### config.mk
export PLATFORM = sky130hd
export DESIGN_NAME = wb_arbiter2
export DESIGN_NICKNAME = d
export VERILOG_FILES = /design/src/rtl/wb_arbiter2_pkg.sv /design/src/rtl/wb_arbiter2.sv
export SDC_FILE = /design/constraint.sdc
export NUM_CORES = 1
export LEC_CHECK = 0
export ABC_AREA = 1
export CAP_MARGIN = 20
export CORE_AREA = 2 2 121 123
export DETAILED_ROUTE_END_ITERATION = 10
export DIE_AREA = 0 0 123 125
export HOLD_SLACK_MARGIN = 0.1
export PLACE_DENSITY = 0.6
export SETUP_SLACK_MARGIN = 0.05
export SLEW_MARGIN = 20
export SYNTH_ARGS = -nofsm -noshare
export SYNTH_HDL_FRONTEND = slang
export SYNTH_SLANG_ARGS = --single-unit
export TNS_END_PERCENT = 50
### constraint.sdc
create_clock -name clk_i -period 1.2 [get_ports clk_i]
set_input_delay 0.24 -clock clk_i [delete_from_list [all_inputs] [get_ports clk_i]]
set_output_delay 0.24 -clock clk_i [all_outputs]
set_load 0.03 [all_outputs]
### src/rtl/wb_arbiter2_pkg.sv
// Shared definitions for the two-master Wishbone arbiter: FSM state
// encodings and the default stalled-strobe timeout.
package wb_arbiter2_pkg;

  typedef enum logic [1:0] {
    IDLE = 2'd0,
    GNT0 = 2'd1,
    GNT1 = 2'd2
  } arb_state_e;

  // Default number of stalled strobe cycles before a bus error is raised
  // (only used when the arbiter is built with WB_ARB_TIMEOUT_EN).
  localparam int TIMEOUT_CYCLES_DEF = 255;

  // Width of the stalled-strobe counter.
  localparam int TMO_W = 8;

endpackage

### src/rtl/wb_arbiter2.sv
// Two-master Wishbone arbiter (m0 = CPU, m1 = DMA/blitter) onto one shared
// slave bus. Round-robin on simultaneous requests, bus held for the whole
// of a master's cyc. Slave-side outputs and master-side responses are pure
// muxes of the registered grant, so responses pass with zero added latency.
//
// Optional feature: define WB_ARB_TIMEOUT_EN to add an 8-bit stalled-strobe
// counter that terminates a hung transfer with a one-cycle bus error after
// TIMEOUT_CYCLES cycles. Without the macro, err is a plain s_err_i passthrough.
module wb_arbiter2
  import wb_arbiter2_pkg::*;
#(
  parameter int XLEN           = 32,
  parameter int ADR_BITS       = 30,
  parameter int TIMEOUT_CYCLES = TIMEOUT_CYCLES_DEF
) (
  input  logic                clk_i,
  input  logic                rst_ni,

  // Master 0 (CPU)
  input  logic                m0_cyc_i,
  input  logic                m0_stb_i,
  input  logic                m0_we_i,
  input  logic [ADR_BITS-1:0] m0_adr_i,
  input  logic [3:0]          m0_sel_i,
  input  logic [XLEN-1:0]     m0_dat_i,
  output logic [XLEN-1:0]     m0_dat_o,
  output logic                m0_ack_o,
  output logic                m0_err_o,

  // Master 1 (DMA / blitter)
  input  logic                m1_cyc_i,
  input  logic                m1_stb_i,
  input  logic                m1_we_i,
  input  logic [ADR_BITS-1:0] m1_adr_i,
  input  logic [3:0]          m1_sel_i,
  input  logic [XLEN-1:0]     m1_dat_i,
  output logic [XLEN-1:0]     m1_dat_o,
  output logic                m1_ack_o,
  output logic                m1_err_o,

  // Shared slave bus
  output logic                s_cyc_o,
  output logic                s_stb_o,
  output logic                s_we_o,
  output logic [ADR_BITS-1:0] s_adr_o,
  output logic [3:0]          s_sel_o,
  output logic [XLEN-1:0]     s_dat_o,
  input  logic [XLEN-1:0]     s_dat_i,
  input  logic                s_ack_i,
  input  logic                s_err_i,

  // One-hot current grant {m1, m0}
  output logic [1:0]          gnt_o
);

  arb_state_e state_q;
  logic       last_q;     // 0: m0 was granted last, 1: m1 was granted last
  logic       gnt0;
  logic       gnt1;
  logic       tmo_err;

  assign gnt0  = (state_q == GNT0);
  assign gnt1  = (state_q == GNT1);
  assign gnt_o = {gnt1, gnt0};

  // Grant FSM: arbitrate only from IDLE, then hold the bus until the owner drops cyc.
  // NOTE: state is reset asynchronously so the grant (and with it every bus
  // output) collapses the instant rst_ni falls, not at the next clock edge.
  always_ff @(posedge clk_i or negedge rst_ni) begin
    if (!rst_ni) begin
      state_q <= IDLE;
      last_q  <= 1'b1;
    end else begin
      case (state_q)
        IDLE: begin
          if (m0_cyc_i && (!m1_cyc_i || last_q)) begin
            state_q <= GNT0;
            last_q  <= 1'b0;
          end else if (m1_cyc_i) begin
            state_q <= GNT1;
            last_q  <= 1'b1;
          end
        end
        GNT0:    if (!m0_cyc_i) state_q <= IDLE;
        GNT1:    if (!m1_cyc_i) state_q <= IDLE;
        default: state_q <= IDLE;
      endcase
    end
  end

  // Slave-side request mux: the granted master drives the shared bus, IDLE drives zeros.
  // NOTE: every output gets a default before the branches so no path leaves
  // a signal unassigned, which would otherwise infer a latch.
  always_comb begin
    s_cyc_o = 1'b0;
    s_stb_o = 1'b0;
    s_we_o  = 1'b0;
    s_adr_o = '0;
    s_sel_o = '0;
    s_dat_o = '0;
    if (gnt0) begin
      s_cyc_o = m0_cyc_i;
      s_stb_o = m0_stb_i;
      s_we_o  = m0_we_i;
      s_adr_o = m0_adr_i;
      s_sel_o = m0_sel_i;
      s_dat_o = m0_dat_i;
    end else if (gnt1) begin
      s_cyc_o = m1_cyc_i;
      s_stb_o = m1_stb_i;
      s_we_o  = m1_we_i;
      s_adr_o = m1_adr_i;
      s_sel_o = m1_sel_i;
      s_dat_o = m1_dat_i;
    end
  end

  // Master-side response demux: only the granted master sees the slave's reply.
  assign m0_dat_o = gnt0 ? s_dat_i : '0;
  assign m0_ack_o = gnt0 & s_ack_i;
  assign m0_err_o = gnt0 & (s_err_i | tmo_err);

  assign m1_dat_o = gnt1 ? s_dat_i : '0;
  assign m1_ack_o = gnt1 & s_ack_i;
  assign m1_err_o = gnt1 & (s_err_i | tmo_err);

`ifdef WB_ARB_TIMEOUT_EN
  localparam logic [TMO_W-1:0] TMO_LIMIT = TMO_W'(TIMEOUT_CYCLES);

  logic [TMO_W-1:0] tmo_cnt_q;
  logic             stalled;

  assign stalled = s_stb_o & ~s_ack_i & ~s_err_i;
  assign tmo_err = (tmo_cnt_q == TMO_LIMIT);

  // Stalled-strobe counter: counts unanswered strobe cycles, clears on any
  // termination, on a dropped strobe, and right after it fires an error.
  always_ff @(posedge clk_i or negedge rst_ni) begin
    if (!rst_ni) begin
      tmo_cnt_q <= '0;
    end else if (tmo_err || !stalled) begin
      tmo_cnt_q <= '0;
    end else begin
      tmo_cnt_q <= tmo_cnt_q + 1'b1;
    end
  end
`else
  // No timeout: a stalled slave stalls the master indefinitely.
  logic unused_tmo_cfg;

  assign tmo_err        = 1'b0;
  assign unused_tmo_cfg = (TIMEOUT_CYCLES != 0);
`endif

endmodule

Yosys cells after proc, flatten, opt, wreduce, memory -nomap -nowiden
Cells that the tools add are included.

operators by class
  add/subtract/negate cells = 0
  multiply operators = 0
  divide/modulo/power cells = 0
  magnitude comparators = 0
  equal/unequal tests = 5
  shifts and indexed selects = 0
  multiplexer cells = 21
  bitwise operators = 4
  reduce and logical (&&, ||, !) cells = 7

operators by type and width
  operator              count
  $mux W32              4
  $mux W30              2
  $mux W1               8
  $mux W2               4
  $mux W4               2
  $pmux W2 S3           1
  $and A1 B1 Y1         4
  $ne A2 B2 Y1 const B  2
  $ne A3 B3 Y1 const B  1
  $reduce_and A3 Y1     1
  $eq A2 B1 Y1 const B  1
  $eq A2 B2 Y1 const B  1
  $logic_not A2 Y1      1
  $reduce_and A2 Y1     1
  $reduce_bool A2 Y1    1
  $logic_and A1 B1 Y1   1
  $logic_not A1 Y1      1
  $logic_or A1 B1 Y1    1

word-level totals
  flip-flop bits (word level) = 3
  latch bits = 0
  RAM bits = 0
  memory bits (read-only) = 0
  input bits = 174
  output and inout bits = 139
  word-level logic and storage cells = 39
  memories = 0

Depth between registers and ports, before layout
  depth in word-level cells = 5
  gate-level depth with buffers = 5
  gate-level depth less buffers = 5

Worst setup path before layout
No wires, ideal clock.

  kind = register to output
  start point = reg state_q[0]
  end point = out m0_dat_o[10]
  arrival time = 1235 ps
  data required time = 960 ps
  setup slack = -275 ps
  cell stages (with the launch flop) = 6
  path buffers = 1
  path through = dfrtp_1 -> inv_2 -> nor2_4 -> inv_2 -> buf_2 -> nor2_1

on the way
  word-level cells in the longest chain between the ends = 2

ends and longest elaborated chain
  item                    RTL line            RTL
  start, declared         wb_arbiter2.sv:56   arb_state_e state_q;
  start signal, assigned  wb_arbiter2.sv:71   state_q <= IDLE;
  start signal, assigned  wb_arbiter2.sv:77   state_q <= GNT0;
  start signal, assigned  wb_arbiter2.sv:80   state_q <= GNT1;
  $eq A2 B1 Y1            wb_arbiter2.sv:62   assign gnt0 = (state_q == GNT0);
  $mux W32                wb_arbiter2.sv:119  assign m0_dat_o = gnt0 ? s_dat_i : '0;
  end, declared           wb_arbiter2.sv:26   output logic [XLEN-1:0] m0_dat_o,

No other way between the ends.

Final worst setup path
  start point = reg state_q[1]
  end point = out m0_dat_o[10]

Same word-level chain as after synthesis.

==> out/results.txt <==
number of diodes - 0
worst slew pin tran - 0.236 ns
Max-Cap Viols - 0
Seq/Total Area, Yosys - 5.27%
PD cells - 2350 nW/µm²
RSZ-0062 raised after global routing - true
fin crit share - 142%
fraction of layout cells with a size suffix above 1 - 38.2%
Congestion Overflow GR - 0
global-route wire length before repair - 17.3 mm
vias per cell - 3.80
largest net degree at the start of global routing - 32
CP endpoint kind - primary output
Avg Cell Area, Syn - 4.08 µm²
die height - 125 µm
endpoints failing setup - 140
Skew-Pair Late Insertion Delay - 0.23 ns
post-route ant nets - 0
placer congestion estimate - 0.814
final hold violation count - 0
Total Neg Setup Slack - -62.65 ns
core area - 14,200 µm²
initial antenna violation count - 0
nets@finish - 859
clk_skew - 0.00280 ns
Post-DP Area - 5020 µm²
arrival time at the worst endpoint - 1.47 ns
failing checks - setup timing
Sink Count - 3
cts bufs inserted - 3
CP required - 0.96 ns
Worst slew margin - 84.2%
CP startpoint - state_q[1]
worst-path maximum fanout - 8
worst min path class - in2async
full die area - 15,400 µm²
area of the multi-input gates - 1650 µm²
Tot Pwr - 14.3 mW
leak pwr - 2.89 nW
Initial DRC Count - 118
CTS clk-pin slew, worst paths - 0.03 ns
number of H-tree levels - 1
area grow syn2layout - 322%
routed wire length - 12.1 mm
initial core utilization - 10.2%
Mapped Cells - 355
die extent in x - 123 µm
PortBufs - 312
number of global-route vias before repair - 3,316
DP HPWL - 8.51 mm
vias - 3,298
First-pass DRT Iterations - 4
Tmin final - 1.71 ns
syn nets - 529
critical setup path kind - reg2out
Hold Buf Count CTS - 0
Slew Viols, Final - 0
hold_ws - 0.202 ns
#FFs+latches synth - 3
Top Ports - 313
CTS tree - built
Reg2Reg Launch Point - state_q[1]
DRC - 0
post-synthesis cell area - 1450 µm²
outcome - finished with violations
fin worst setup slack - -0.506 ns
fmax - 586 MHz
All-Layer GR Usage - 14.6%
register area - 76.3 µm²
CTS Buffer Depth - 2
Worst VDD drop - 0.00150 V
Design Area, Final - 6110 µm²
Post-Place Cells - 849
YS warnings - 0
row count - 44
fill count - 1,417
Worst setup SP type - flop
library cells used by synthesis - 10
CTS root buf - clkbuf_16
Non-Filler Instances - 868
DR WL/cell - 13.9 µm
## cells by family (layout without fill, tap and decap cells)
group	after synthesis	after routing	synth area share [%]
buffers and inverters	61	390	18.1
flip-flops	3	3	5.27
AND/OR/NAND/NOR	291	291	76.7
## cells in the final DEF, fill, tap and decap left out
master,count
buf_12,9
buf_16,8
buf_4,9
buf_6,144
buf_8,2
clkbuf_1,1
clkbuf_16,5
clkdlybuf4s50_1,173
dfrtp_1,2
dfstp_2,1
inv_1,35
inv_12,2
inv_2,2
nand2_1,207
nand2_2,8
nand2_4,1
nand3_1,2
nor2_1,3
nor2_4,70
## cell type report
| type | instances | share of cell area, % |
|---|---|---|
| sequential | 3 | 1.25 |
| timing repair buffer | 347 | 63.9 |
| multi-input combinational | 291 | 27.0 |
| clock buffer | 4 | 1.29 |
| tap | 184 | 3.77 |
| inverter | 39 | 2.81 |
## what timing repair did
action / CTS / global route
gates resized for setup: 173 / 22
pin swaps: 3 / 2
cloned: 7 / 2
buffers inserted: 6 / 0
endpoints found under the hold margin: 0 / 0
endpoints found under the setup margin: 141 / 141
## layer usage
| metal | track usage, % | part of all wire, % | routed length [µm] |
|---|---|---|---|
| met1 | 15.8 | 36 | 4380 |
| met2 | 28.1 | 54 | 6520 |
| met3 | 2.65 | 8.0 | 960 |
| met4 | 4.21 | 1.7 | 209 |
| met5 | 0 | 0 | 0 |
## final timing paths
kind	cells after the start	slack, ns	end
max in group asynchronous	1	0.77	last_q
worst min-delay path	1	0.20	state_q[1]
min in group clk_i	2	0.46	last_q
worst max-delay path	7	-0.51	m0_dat_o[10]
worst max register to register	7	-0.04	state_q[0]
worst min register to register	2	0.46	last_q
## critical path, stage by stage (launching register included)
cell	delay [ns]
dfrtp_1	0.39
buf_6	0.13
nor2_4	0.10
buf_12	0.16
inv_12	0.06
buf_12	0.16
nor2_4	0.10
buf_6	0.13
## through the flow
step                utilization [%]  setup slack [ns]
floorplan                         -            -0.125
global placement               35.3            -0.313
detailed placement             35.3            -0.322
CTS                            42.1            -0.512
global route                   43.0            -0.594
finish                         43.0            -0.506
## where the power goes
part | total (mW) | switching [mW] | internal [mW]
Sequential | 0.205 | 0.0424 | 0.163
Clock | 0.537 | 0.0982 | 0.439
Combinational | 13.6 | 7.55 | 6.03
Total | 14.3 | 7.69 | 6.63
## registers in the layout, indices dropped and copies added (netlist names)
register and count:
state_q 2, last_q 1
## synth_stat cells
library cell	instances	area [µm²]
buf_2	20	100
buf_4	2	15.0
dfrtp_1	2	50.1
dfstp_2	1	26.3
inv_1	35	131
inv_2	4	15.0
nand2_1	216	811
nand3_1	2	10.0
nor2_1	71	267
nor2_4	2	22.5
No activity file was read; power rests on OpenSTA's default activity.
